<file path="config.mk">
export PLATFORM = sky130hd
export DESIGN_NAME = vga_rx_monitor
export DESIGN_NICKNAME = d
export VERILOG_FILES = /design/src/rtl/vga_rx_monitor.sv
export SDC_FILE = /design/constraint.sdc
export NUM_CORES = 1
export LEC_CHECK = 0
export CAP_MARGIN = 25
export CORE_MARGIN = 4
export CORE_UTILIZATION = 50
export CTS_CLUSTER_SIZE = 28
export DETAILED_ROUTE_END_ITERATION = 8
export PLACE_DENSITY = 0.84
export SLEW_MARGIN = 20
export SYNTH_ARGS = -nofsm -noshare
export SYNTH_HDL_FRONTEND = slang
export SYNTH_SLANG_ARGS = --single-unit
</file>
<file path="constraint.sdc">
create_clock -name clock -period 4.3 [get_ports clock]
set_input_delay 0.86 -clock clock [delete_from_list [all_inputs] [get_ports clock]]
set_output_delay 0.86 -clock clock [all_outputs]
set_load 0.01 [all_outputs]
</file>
<file path="src/rtl/vga_rx_monitor.sv">
// VGA receive monitor: samples a 12-bit RGB + hsync/vsync stream, locks to the raster and
// reports active pixels plus sticky line/frame length errors. Define VGA_RX_FRAME_CRC_EN for per-frame CRC-16.
module vga_rx_monitor #(
  parameter int H_ACTIVE        = 640,
  parameter int H_FP            = 16,
  parameter int H_SYNC          = 96,
  parameter int H_BP            = 48,
  parameter int V_ACTIVE        = 480,
  parameter int V_FP            = 10,
  parameter int V_SYNC          = 2,
  parameter int V_BP            = 33,
  parameter int SYNC_ACTIVE_LOW = 1,
  parameter int LOCK_FRAMES     = 2
) (
  input  logic        clock,
  input  logic        reset,
  input  logic        pix_en,
  input  logic [3:0]  io_vga_r,
  input  logic [3:0]  io_vga_g,
  input  logic [3:0]  io_vga_b,
  input  logic        io_vga_hsync,
  input  logic        io_vga_vsync,
  input  logic        err_clr,
  output logic        pixel_valid,
  output logic [10:0] pixel_x,
  output logic [10:0] pixel_y,
  output logic [11:0] pixel_rgb,
  output logic        frame_start,
  output logic        locked,
  output logic        err_hlen,
`ifdef VGA_RX_FRAME_CRC_EN
  output logic        err_vlen,
  output logic [15:0] frame_crc,
  output logic        crc_valid
`else
  output logic        err_vlen
`endif
);

  localparam int H_TOTAL = H_ACTIVE + H_FP + H_SYNC + H_BP;
  localparam int V_TOTAL = V_ACTIVE + V_FP + V_SYNC + V_BP;
  localparam logic [11:0] H_START = 12'(H_SYNC + H_BP);
  localparam logic [11:0] H_END   = 12'(H_SYNC + H_BP + H_ACTIVE - 1);
  localparam logic [10:0] V_START = 11'(V_SYNC + V_BP);
  localparam logic [10:0] V_END   = 11'(V_SYNC + V_BP + V_ACTIVE - 1);
  localparam logic        SYNC_INV = (SYNC_ACTIVE_LOW != 0);

  typedef enum logic [1:0] {
    ST_SEARCH = 2'd0,
    ST_ALIGN  = 2'd1,
    ST_LOCKED = 2'd2
  } state_t;

  state_t      r_state;
  state_t      w_state_next;
  logic [3:0]  r_good_cnt;
  logic [3:0]  w_good_next;
  logic [3:0]  w_good_inc;

  logic [11:0] r_hcnt;
  logic [10:0] r_vcnt;
  logic        r_hs_prev;
  logic        r_vs_at_edge;

  logic        r_pixel_valid;
  logic [10:0] r_pixel_x;
  logic [10:0] r_pixel_y;
  logic [11:0] r_pixel_rgb;
  logic        r_frame_start;
  logic        r_err_hlen;
  logic        r_err_vlen;

  logic        w_hs;
  logic        w_vs;
  logic [11:0] w_rgb;
  logic        w_hs_edge;
  logic        w_frame_start;
  logic        w_hlen_bad;
  logic        w_vlen_bad;
  logic        w_line_err;
  logic        w_frame_err;
  logic [11:0] w_hcnt_next;
  logic [10:0] w_vcnt_next;
  logic        w_active;
  logic [11:0] w_px;
  logic [10:0] w_py;

  // Syncs normalised to active-high; every event below is qualified by pix_en.
  assign w_hs  = io_vga_hsync ^ SYNC_INV;
  assign w_vs  = io_vga_vsync ^ SYNC_INV;
  assign w_rgb = {io_vga_r, io_vga_g, io_vga_b};

  assign w_hs_edge     = pix_en & w_hs & ~r_hs_prev;
  assign w_frame_start = w_hs_edge & w_vs & ~r_vs_at_edge;
  assign w_hlen_bad    = (({1'b0, r_hcnt} + 13'd1) != 13'(H_TOTAL));
  assign w_vlen_bad    = (({1'b0, r_vcnt} + 12'd1) != 12'(V_TOTAL));
  assign w_line_err    = w_hs_edge & w_hlen_bad & (r_state != ST_SEARCH);
  assign w_frame_err   = w_frame_start & w_vlen_bad & (r_state != ST_SEARCH);

  always_comb begin
    w_hcnt_next = r_hcnt;
    w_vcnt_next = r_vcnt;
    if (w_hs_edge) begin
      w_hcnt_next = '0;
    end else if (r_hcnt != 12'hFFF) begin
      w_hcnt_next = r_hcnt + 12'd1;
    end
    if (w_frame_start) begin
      w_vcnt_next = '0;
    end else if (w_hs_edge && (r_vcnt != 11'h7FF)) begin
      w_vcnt_next = r_vcnt + 11'd1;
    end
  end

  assign w_active = (w_hcnt_next >= H_START) && (w_hcnt_next <= H_END) &&
                    (w_vcnt_next >= V_START) && (w_vcnt_next <= V_END);
  assign w_px     = w_hcnt_next - H_START;
  assign w_py     = w_vcnt_next - V_START;

  always_comb begin
    w_state_next = r_state;
    w_good_next  = r_good_cnt;
    w_good_inc   = r_good_cnt + 4'd1;
    unique case (r_state)
      ST_SEARCH: begin
        if (w_frame_start) begin
          w_state_next = ST_ALIGN;
          w_good_next  = '0;
        end
      end
      ST_ALIGN: begin
        if (w_line_err || w_frame_err) begin
          w_state_next = ST_SEARCH;
        end else if (w_frame_start) begin
          w_good_next = w_good_inc;
          if (w_good_inc >= 4'(LOCK_FRAMES)) begin
            w_state_next = ST_LOCKED;
          end
        end
      end
      ST_LOCKED: begin
        if (w_line_err || w_frame_err) begin
          w_state_next = ST_SEARCH;
        end
      end
      default: w_state_next = ST_SEARCH;
    endcase
  end

  always_ff @(posedge clock) begin
    if (reset) begin
      r_state    <= ST_SEARCH;
      r_good_cnt <= '0;
    end else begin
      r_state    <= w_state_next;
      r_good_cnt <= w_good_next;
    end
  end

  always_ff @(posedge clock) begin
    if (reset) begin
      r_hcnt        <= '0;
      r_vcnt        <= '0;
      r_hs_prev     <= 1'b0;
      r_vs_at_edge  <= 1'b0;
      r_pixel_valid <= 1'b0;
      r_pixel_x     <= '0;
      r_pixel_y     <= '0;
      r_pixel_rgb   <= '0;
      r_frame_start <= 1'b0;
      r_err_hlen    <= 1'b0;
      r_err_vlen    <= 1'b0;
    end else begin
      r_pixel_valid <= 1'b0;
      r_frame_start <= 1'b0;
      if (pix_en) begin
        r_hcnt        <= w_hcnt_next;
        r_vcnt        <= w_vcnt_next;
        r_hs_prev     <= w_hs;
        r_frame_start <= w_frame_start;
        if (w_hs_edge) begin
          r_vs_at_edge <= w_vs;
        end
        if (w_active && (r_state == ST_LOCKED)) begin
          r_pixel_valid <= 1'b1;
          r_pixel_x     <= w_px[10:0];
          r_pixel_y     <= w_py;
          r_pixel_rgb   <= w_rgb;
        end
        // A fresh error outranks a simultaneous clear.
        if (w_line_err) begin
          r_err_hlen <= 1'b1;
        end else if (err_clr) begin
          r_err_hlen <= 1'b0;
        end
        if (w_frame_err) begin
          r_err_vlen <= 1'b1;
        end else if (err_clr) begin
          r_err_vlen <= 1'b0;
        end
      end
    end
  end

  assign pixel_valid = r_pixel_valid;
  assign pixel_x     = r_pixel_x;
  assign pixel_y     = r_pixel_y;
  assign pixel_rgb   = r_pixel_rgb;
  assign frame_start = r_frame_start;
  assign locked      = (r_state == ST_LOCKED);
  assign err_hlen    = r_err_hlen;
  assign err_vlen    = r_err_vlen;

`ifdef VGA_RX_FRAME_CRC_EN
  localparam logic [15:0] CRC_POLY = 16'h1021;
  localparam logic [15:0] CRC_INIT = 16'hFFFF;

  logic [15:0] r_crc_acc;
  logic [15:0] r_frame_crc;
  logic        r_crc_valid;

  // Bit-serial CCITT update, data word consumed MSB first.
  function automatic logic [15:0] crc16_word(input logic [15:0] crc_in, input logic [15:0] data);
    logic [15:0] crc;
    logic        fb;
    crc = crc_in;
    for (int i = 15; i >= 0; i--) begin
      fb  = crc[15] ^ data[i];
      crc = {crc[14:0], 1'b0};
      if (fb) begin
        crc = crc ^ CRC_POLY;
      end
    end
    return crc;
  endfunction

  always_ff @(posedge clock) begin
    if (reset) begin
      r_crc_acc   <= CRC_INIT;
      r_frame_crc <= '0;
      r_crc_valid <= 1'b0;
    end else begin
      r_crc_valid <= 1'b0;
      if (pix_en) begin
        if (w_frame_start) begin
          if (r_state == ST_LOCKED) begin
            r_frame_crc <= r_crc_acc;
            r_crc_valid <= 1'b1;
          end
          r_crc_acc <= CRC_INIT;
        end else if (w_active && (r_state == ST_LOCKED)) begin
          r_crc_acc <= crc16_word(r_crc_acc, {4'h0, w_rgb});
        end
      end
    end
  end

  assign frame_crc = r_frame_crc;
  assign crc_valid = r_crc_valid;
`endif

endmodule
</file>
# After elaboration in Yosys (flattened, before gate mapping)
# Cells that the tools add are included.
dict set report totals {
  reg_bits 69
  in_bits 18
  output_inout_bits 39
  wordCells 86
}
dict set report classes {
  add_sub_neg 7
  magnitude_cmp 5
  n_eq_ne 12
  muxes 18
  n_bitwise 13
  n_reduce_logical 18
}
# cell n
set op_table {}
lappend op_table {{12-bit two-way mux} 2}
lappend op_table {{11-bit two-way mux} 2}
lappend op_table {{12-bit by 1-bit adder with 13-bit output (second input constant)} 1}
lappend op_table {{13-bit by 10-bit != test with 1-bit output (second input constant)} 1}
lappend op_table {{11-bit by 1-bit adder with 12-bit output (second input constant)} 1}
lappend op_table {{12-bit by 1-bit adder with 12-bit output (second input constant)} 1}
lappend op_table {{12-bit by 8-bit greater-or-equal comparator with 1-bit output (second input constant)} 1}
lappend op_table {{12-bit by 10-bit less-or-equal comparator with 1-bit output (second input constant)} 1}
lappend op_table {{4-bit two-way mux} 3}
lappend op_table {{12-bit by 10-bit != test with 1-bit output (second input constant)} 1}
lappend op_table {{12-bit != test (second input constant)} 1}
lappend op_table {{11-bit by 1-bit adder with 11-bit output (second input constant)} 1}
lappend op_table {{11-bit by 6-bit greater-or-equal comparator with 1-bit output (second input constant)} 1}
lappend op_table {{11-bit by 10-bit less-or-equal comparator with 1-bit output (second input constant)} 1}
lappend op_table {{11-bit != test (second input constant)} 1}
lappend op_table {{11-bit by 6-bit subtractor with 11-bit output (second input constant)} 1}
lappend op_table {{11-bit by 8-bit subtractor with 11-bit output (second input constant)} 1}
lappend op_table {{2-bit two-way mux} 5}
lappend op_table {{1-bit bitwise AND} 8}
lappend op_table {{4-bit one-hot mux with 2 select lines} 1}
lappend op_table {{2-bit AND reduction} 4}
lappend op_table {{4-bit AND reduction} 2}
lappend op_table {{2-bit nonzero test} 4}
lappend op_table {{2-bit != test (second input constant)} 3}
lappend op_table {{13 further kinds} 25}

# Longest topological paths before layout
dict set report logic_depth {
  depth_word 11
  mapped_depth 15
  mapped_depth_nobuf 13
}

# Worst setup path after synthesis
# No wires, ideal clock.
dict set report synth_path {
  path_type {input to register}
  startpoint {in pix_en}
  endpoint {reg r_pixel_x[4], in the netlist pixel_x[4]}
  setup_time_ns 0.086
  arrival_ns 3.296
  t_required_ns 4.214
  slack_ns 0.918
  path_stages 13
  path_buffers 4
  path_cell_list {buf_4 -> or3b_1 -> buf_6 -> nor3_1 -> clkbuf_1 -> or2_2 -> inv_1 -> ha_1 -> a31oi_1 -> and3_4 -> nor2_2 -> buf_6 -> a211oi_1}
}
dict set report synth_via {
  elab_chain_len 10
  elab_cells_between_ends 18
  classes_between {add/sub (1); order compare (4); mux (3); bitwise (4); reduce/logical (6)}
}
# item line
set synth_lines {}
lappend synth_lines {{start: declaration} 17} ;# input logic pix_en,
lappend synth_lines {{1-bit bitwise AND * (2 in a row)} 93} ;# assign w_hs_edge = pix_en & w_hs & ~r_hs_prev;
lappend synth_lines {{1-bit bitwise AND / 1-bit logical AND (equally long branches)} {94, 110}}
lappend synth_lines {{1-bit bitwise AND / 11-bit two-way mux (equally long branches)} {94, 110}}
lappend synth_lines {{11-bit two-way mux *} 108} ;# if (w_frame_start) begin
lappend synth_lines {{named net w_vcnt_next[0]} 83} ;# logic [10:0] w_vcnt_next;
lappend synth_lines {{11-bit by 6-bit greater-or-equal comparator with 1-bit output} 116} ;# (w_vcnt_next >= V_START) && (w_vcnt_next <= V_END);
lappend synth_lines {{1-bit logical AND} 115} ;# assign w_active = (w_hcnt_next >= H_START) && (w_hcnt_next <= H_END) &&
lappend synth_lines {{1-bit logical AND *} 116}
lappend synth_lines {{1-bit logical AND *} 184} ;# if (w_active && (r_state == ST_LOCKED)) begin
lappend synth_lines {{2-bit AND reduction (no line) *} -}
lappend synth_lines {{end signal: assignment} 186} ;# r_pixel_x <= w_px[10:0];
lappend synth_lines {{end: declaration} 66} ;# logic [10:0] r_pixel_x;
# The timed path passes the listed nets; every way through them passes the cells marked *.
# A chain may end at the register's enable or synchronous reset.

# Final worst setup path
dict set report layout_path {
  startpoint {in pix_en}
  endpoint {reg r_pixel_x[7], in the netlist pixel_x[7]}
}
# Same word-level chain as after synthesis.

==> key figures <==
Global routing
  • First-pass GRT wire length: 19640 um
  • M3 GR Usage: 5.142%
  • Gr usage total: 24.09%
  • Grt peak-use layer: met2
  • Initial antenna violation count: 0
  • GRT met2 Usage: 38.02%
  • Vias in the first global route: 3938
  • Grt met1 use: 33.20%
  • GRT overflow: 0
  • Largest net degree at the start of global routing: 57

Setup path
  • CP max stage cell: or3b_1
  • Required time worst endpoint: 4510 ps
  • Crit-path max FO: 24
  • Startpoint Class: input pin
  • Kind of critical path: input pin to register
  • Crit path cell chain: clkdlybuf4s50_1 -> or3b_1 -> a31oi_4 -> xnor2_1 -> or2_2 -> inv_1 -> ha_1 -> a31oi_1 -> and3_4 -> nor2_2 -> o21ai_0
  • Critical Path AT: 4090 ps
  • Worst path max stage delay: 550 ps
  • Reg2Reg Launch Point: r_hcnt[0]
  • CP Launch Point: pix_en
  • CP endpoint kind: register

Synth
  • Yosys cell types: 73
  • Post-Syn Nets: 560
  • Cell count after synthesis: 533
  • Xor-xnor portion of the synthesized cell area: 4.363%
  • Synth Area per Inst: 7.909 um2
  • Post-Synth Adder-Cell Area: 2.671%
  • Mux contribution to synthesized area: 3.413%
  • Async set or reset register ratio after synthesis: 0%
  • Netlist Area Pre-Place: 0.004215 mm2
  • Sequential area share after synthesis: 32.77%
  • Register bit count reported by yosys: 69
  • Post-synth EDFFs: 0
  • Post-Synth Simple-Gate Area: 24.90%
  • Syn. warnings: 0
  • Post-synthesis compound-gate area fraction: 25.35%
  • Main combinational cell family by area after synthesis: compound AO/OA/AOI/OAI gates
  • Top_reg_cell synth: dfxtp_1

Floorplanning
  • Die ar.: 0.009964 mm2
  • Die Wd: 99.82 um
  • FP Rows: 33
  • Core footprint: 0.008217 mm2
  • Die H: 99.82 um
  • I/O pin total: 57
  • Starting Density: 51.30%

Routing
  • Average via count per standard cell: 6.313
  • Initial DRC count: 404
  • DRT antenna net count: 0
  • WL/cell: 17.68 um
  • Routed WL: 11910 um
  • Vias after detailed routing: 4255
  • Drc violations: 0
  • Initial DRT Pass Iterations: 5

STA
  • Max Clk Rate: 257.5 MHz
  • Worst setup margin: 416.5 ps
  • Final hold viol count: 0
  • Final worst path period need: 3884 ps
  • Max-slew violation count: 0
  • Least-Margin Pin Slew: 756.5 ps
  • Slew headroom: 49.10%
  • RSZ-0062 raised after global routing: no
  • Tcrit/Tclk final: 90.31%
  • Worst setup skew after layout: 8.090 ps
  • Setup TNS: 0 ps
  • Final setup fails: 0

Pwr
  • Comb power frac: 6.6%
  • Clk pwr share: 42.5%
  • Total power: 1281 uW
  • P_sw: 318.7 uW
  • Leakage power: 0.001762 uW
  • P per Cell Area: 256.8 mW/mm2
  • Sw Share: 24.88%
  • P_int: 962.4 uW
  • VDD IR max: 0.2267 mV
  • Part of the power in registers: 50.9%

Placement
  • GP Congestion: 0.9438
  • Post-Place Worst Slack: 103.6 ps
  • I/O Buffers: 56
  • Dpl hpwl: 8464 um
  • Placed cells: 659

Clock network
  • Hold Buf Count CTS: 0
  • CTS Buffer Depth: 2
  • Clock root cell: clkbuf_8
  • Clock latency at the later pin of the worst-skew pair: 350 ps
  • CTS H-tree lvls: 3
  • Inserted Clock Buffers: 9
  • Post-CTS Setup Inserts: 0
  • # resized after CTS: 0
  • TritonCTS clock tree: built
  • Clock Pin Slew Worst Setup and Hold Paths: 80 ps
  • Sink Count: 69

Flow run
  • Max_cap viols: 0

Cells and area
  • Ant diodes: 0
  • Finished Layout Cells: 674
  • Layout cells sized above 1: 9.666%
  • Filler instances: 745
  • Nets: 592
  • Util after Layout: 60.71%
  • Area growth, synth to finish: 18.34%

Worst hold path
  • Hold Path Class: register to register
  • Min-delay src: pixel_rgb[11]

Status
  • Outcome: completed
-- final timing paths --
path	end	slack, ps	cells after the start
setup / recovery	pixel_x[7]	420	11
hold / removal	pixel_rgb[11]	480	2
setup reg to reg	pixel_x[8]	580	13
hold reg to reg	pixel_rgb[11]	480	2
-- layout by cell type, fill, tap and decap left out, types with 9 or more instances in the layout --
cell type	instances
a21oi_1	54
dfxtp_1	69
nand3_1	39
a211oi_1	14
mux2i_1	11
a31oi_1	13
inv_1	13
nand2_1	37
nor3_1	25
ha_1	9
o21ai_0	40
buf_4	10
xnor2_1	14
nor2_1	33
clkdlybuf4s50_1	55
nand4_1	12
clkbuf_8	10
-- cells by family after synthesis --
logic type / Yosys count
buffers and inverters: 60
adder cells (fa/ha/maj): 9
AND/OR/NAND/NOR: 198
multiplexers: 14
XOR/XNOR: 21
flip-flops: 69
AO/OA/AOI/OAI: 162
-- layout make-up --
cell class,instances,area [um2],area share [%]
multi-input combinational,404,2559,51.29
clock inverter,5,60.06,1.204
timing repair buffer,68,670.6,13.44
inverter,13,48.80,0.9782
tap,105,131.4,2.634
clock buffer,10,137.6,2.759
sequential,69,1381,27.69
-- layer usage --
metal	vias to the layer above	wire length, um
li1	2036	-
met5	-	0
met1	2011	5446
met3	29	903
met2	179	5335
met4	0	228
-- registers in the layout, summed over array words and instances (netlist names), 2 cells and up --
name,count
r_good_cnt,4
r_vcnt,11
r_state,2
pixel_rgb,12
pixel_y,11
pixel_x,11
r_hcnt,12
-- worst max-delay path: cells and delay by family --
kind / cells / cell delay, ps
AND/OR/NAND/NOR: 4 / 1620
AO/OA/AOI/OAI: 3 / 650
buffers and inverters: 2 / 600
adder cells (fa/ha/maj): 1 / 270
XOR/XNOR: 1 / 90
-- power groups by stage --
stage / logic [uW] / clock network (uW) / registers, uW
floorplan: 55.5 / 0 / 662
global placement: 82.0 / 0 / 666
detailed placement: 82.9 / 0 / 666
CTS: 83.9 / 548 / 652
global route: 92.6 / 572 / 653
finish: 85.0 / 544 / 652
-- stage by stage --
stage          area, um2  hold slack [ps]
6_report            4989            483.0
5_1_grt             4989            507.0
4_1_cts             4989            482.7
3_5_place_dp        4791            471.7
3_3_place_gp        4791            461.3
2_1_floorplan       4215            468.4
-- cells in the mapped netlist (5+ instances only) --
cell | number | area share [%]
dfxtp_1 | 69 | 33
a21oi_1 | 54 | 6.4
o21ai_0 | 40 | 4.7
nand3_1 | 39 | 4.6
nand2_1 | 37 | 3.3
nor2_1 | 33 | 2.9
nor3_1 | 25 | 3.0
clkbuf_1 | 24 | 2.1
a211oi_1 | 14 | 2.5
buf_2 | 14 | 1.7
xnor2_1 | 14 | 2.9
a31oi_1 | 13 | 1.9
inv_1 | 13 | 1.2
nand4_1 | 12 | 1.8
mux2i_1 | 11 | 2.6
ha_1 | 9 | 2.7
and3_1 | 8 | 1.2
xor2_1 | 7 | 1.5
nor2b_1 | 5 | 0.74
(Power assumes the default switching activity.)
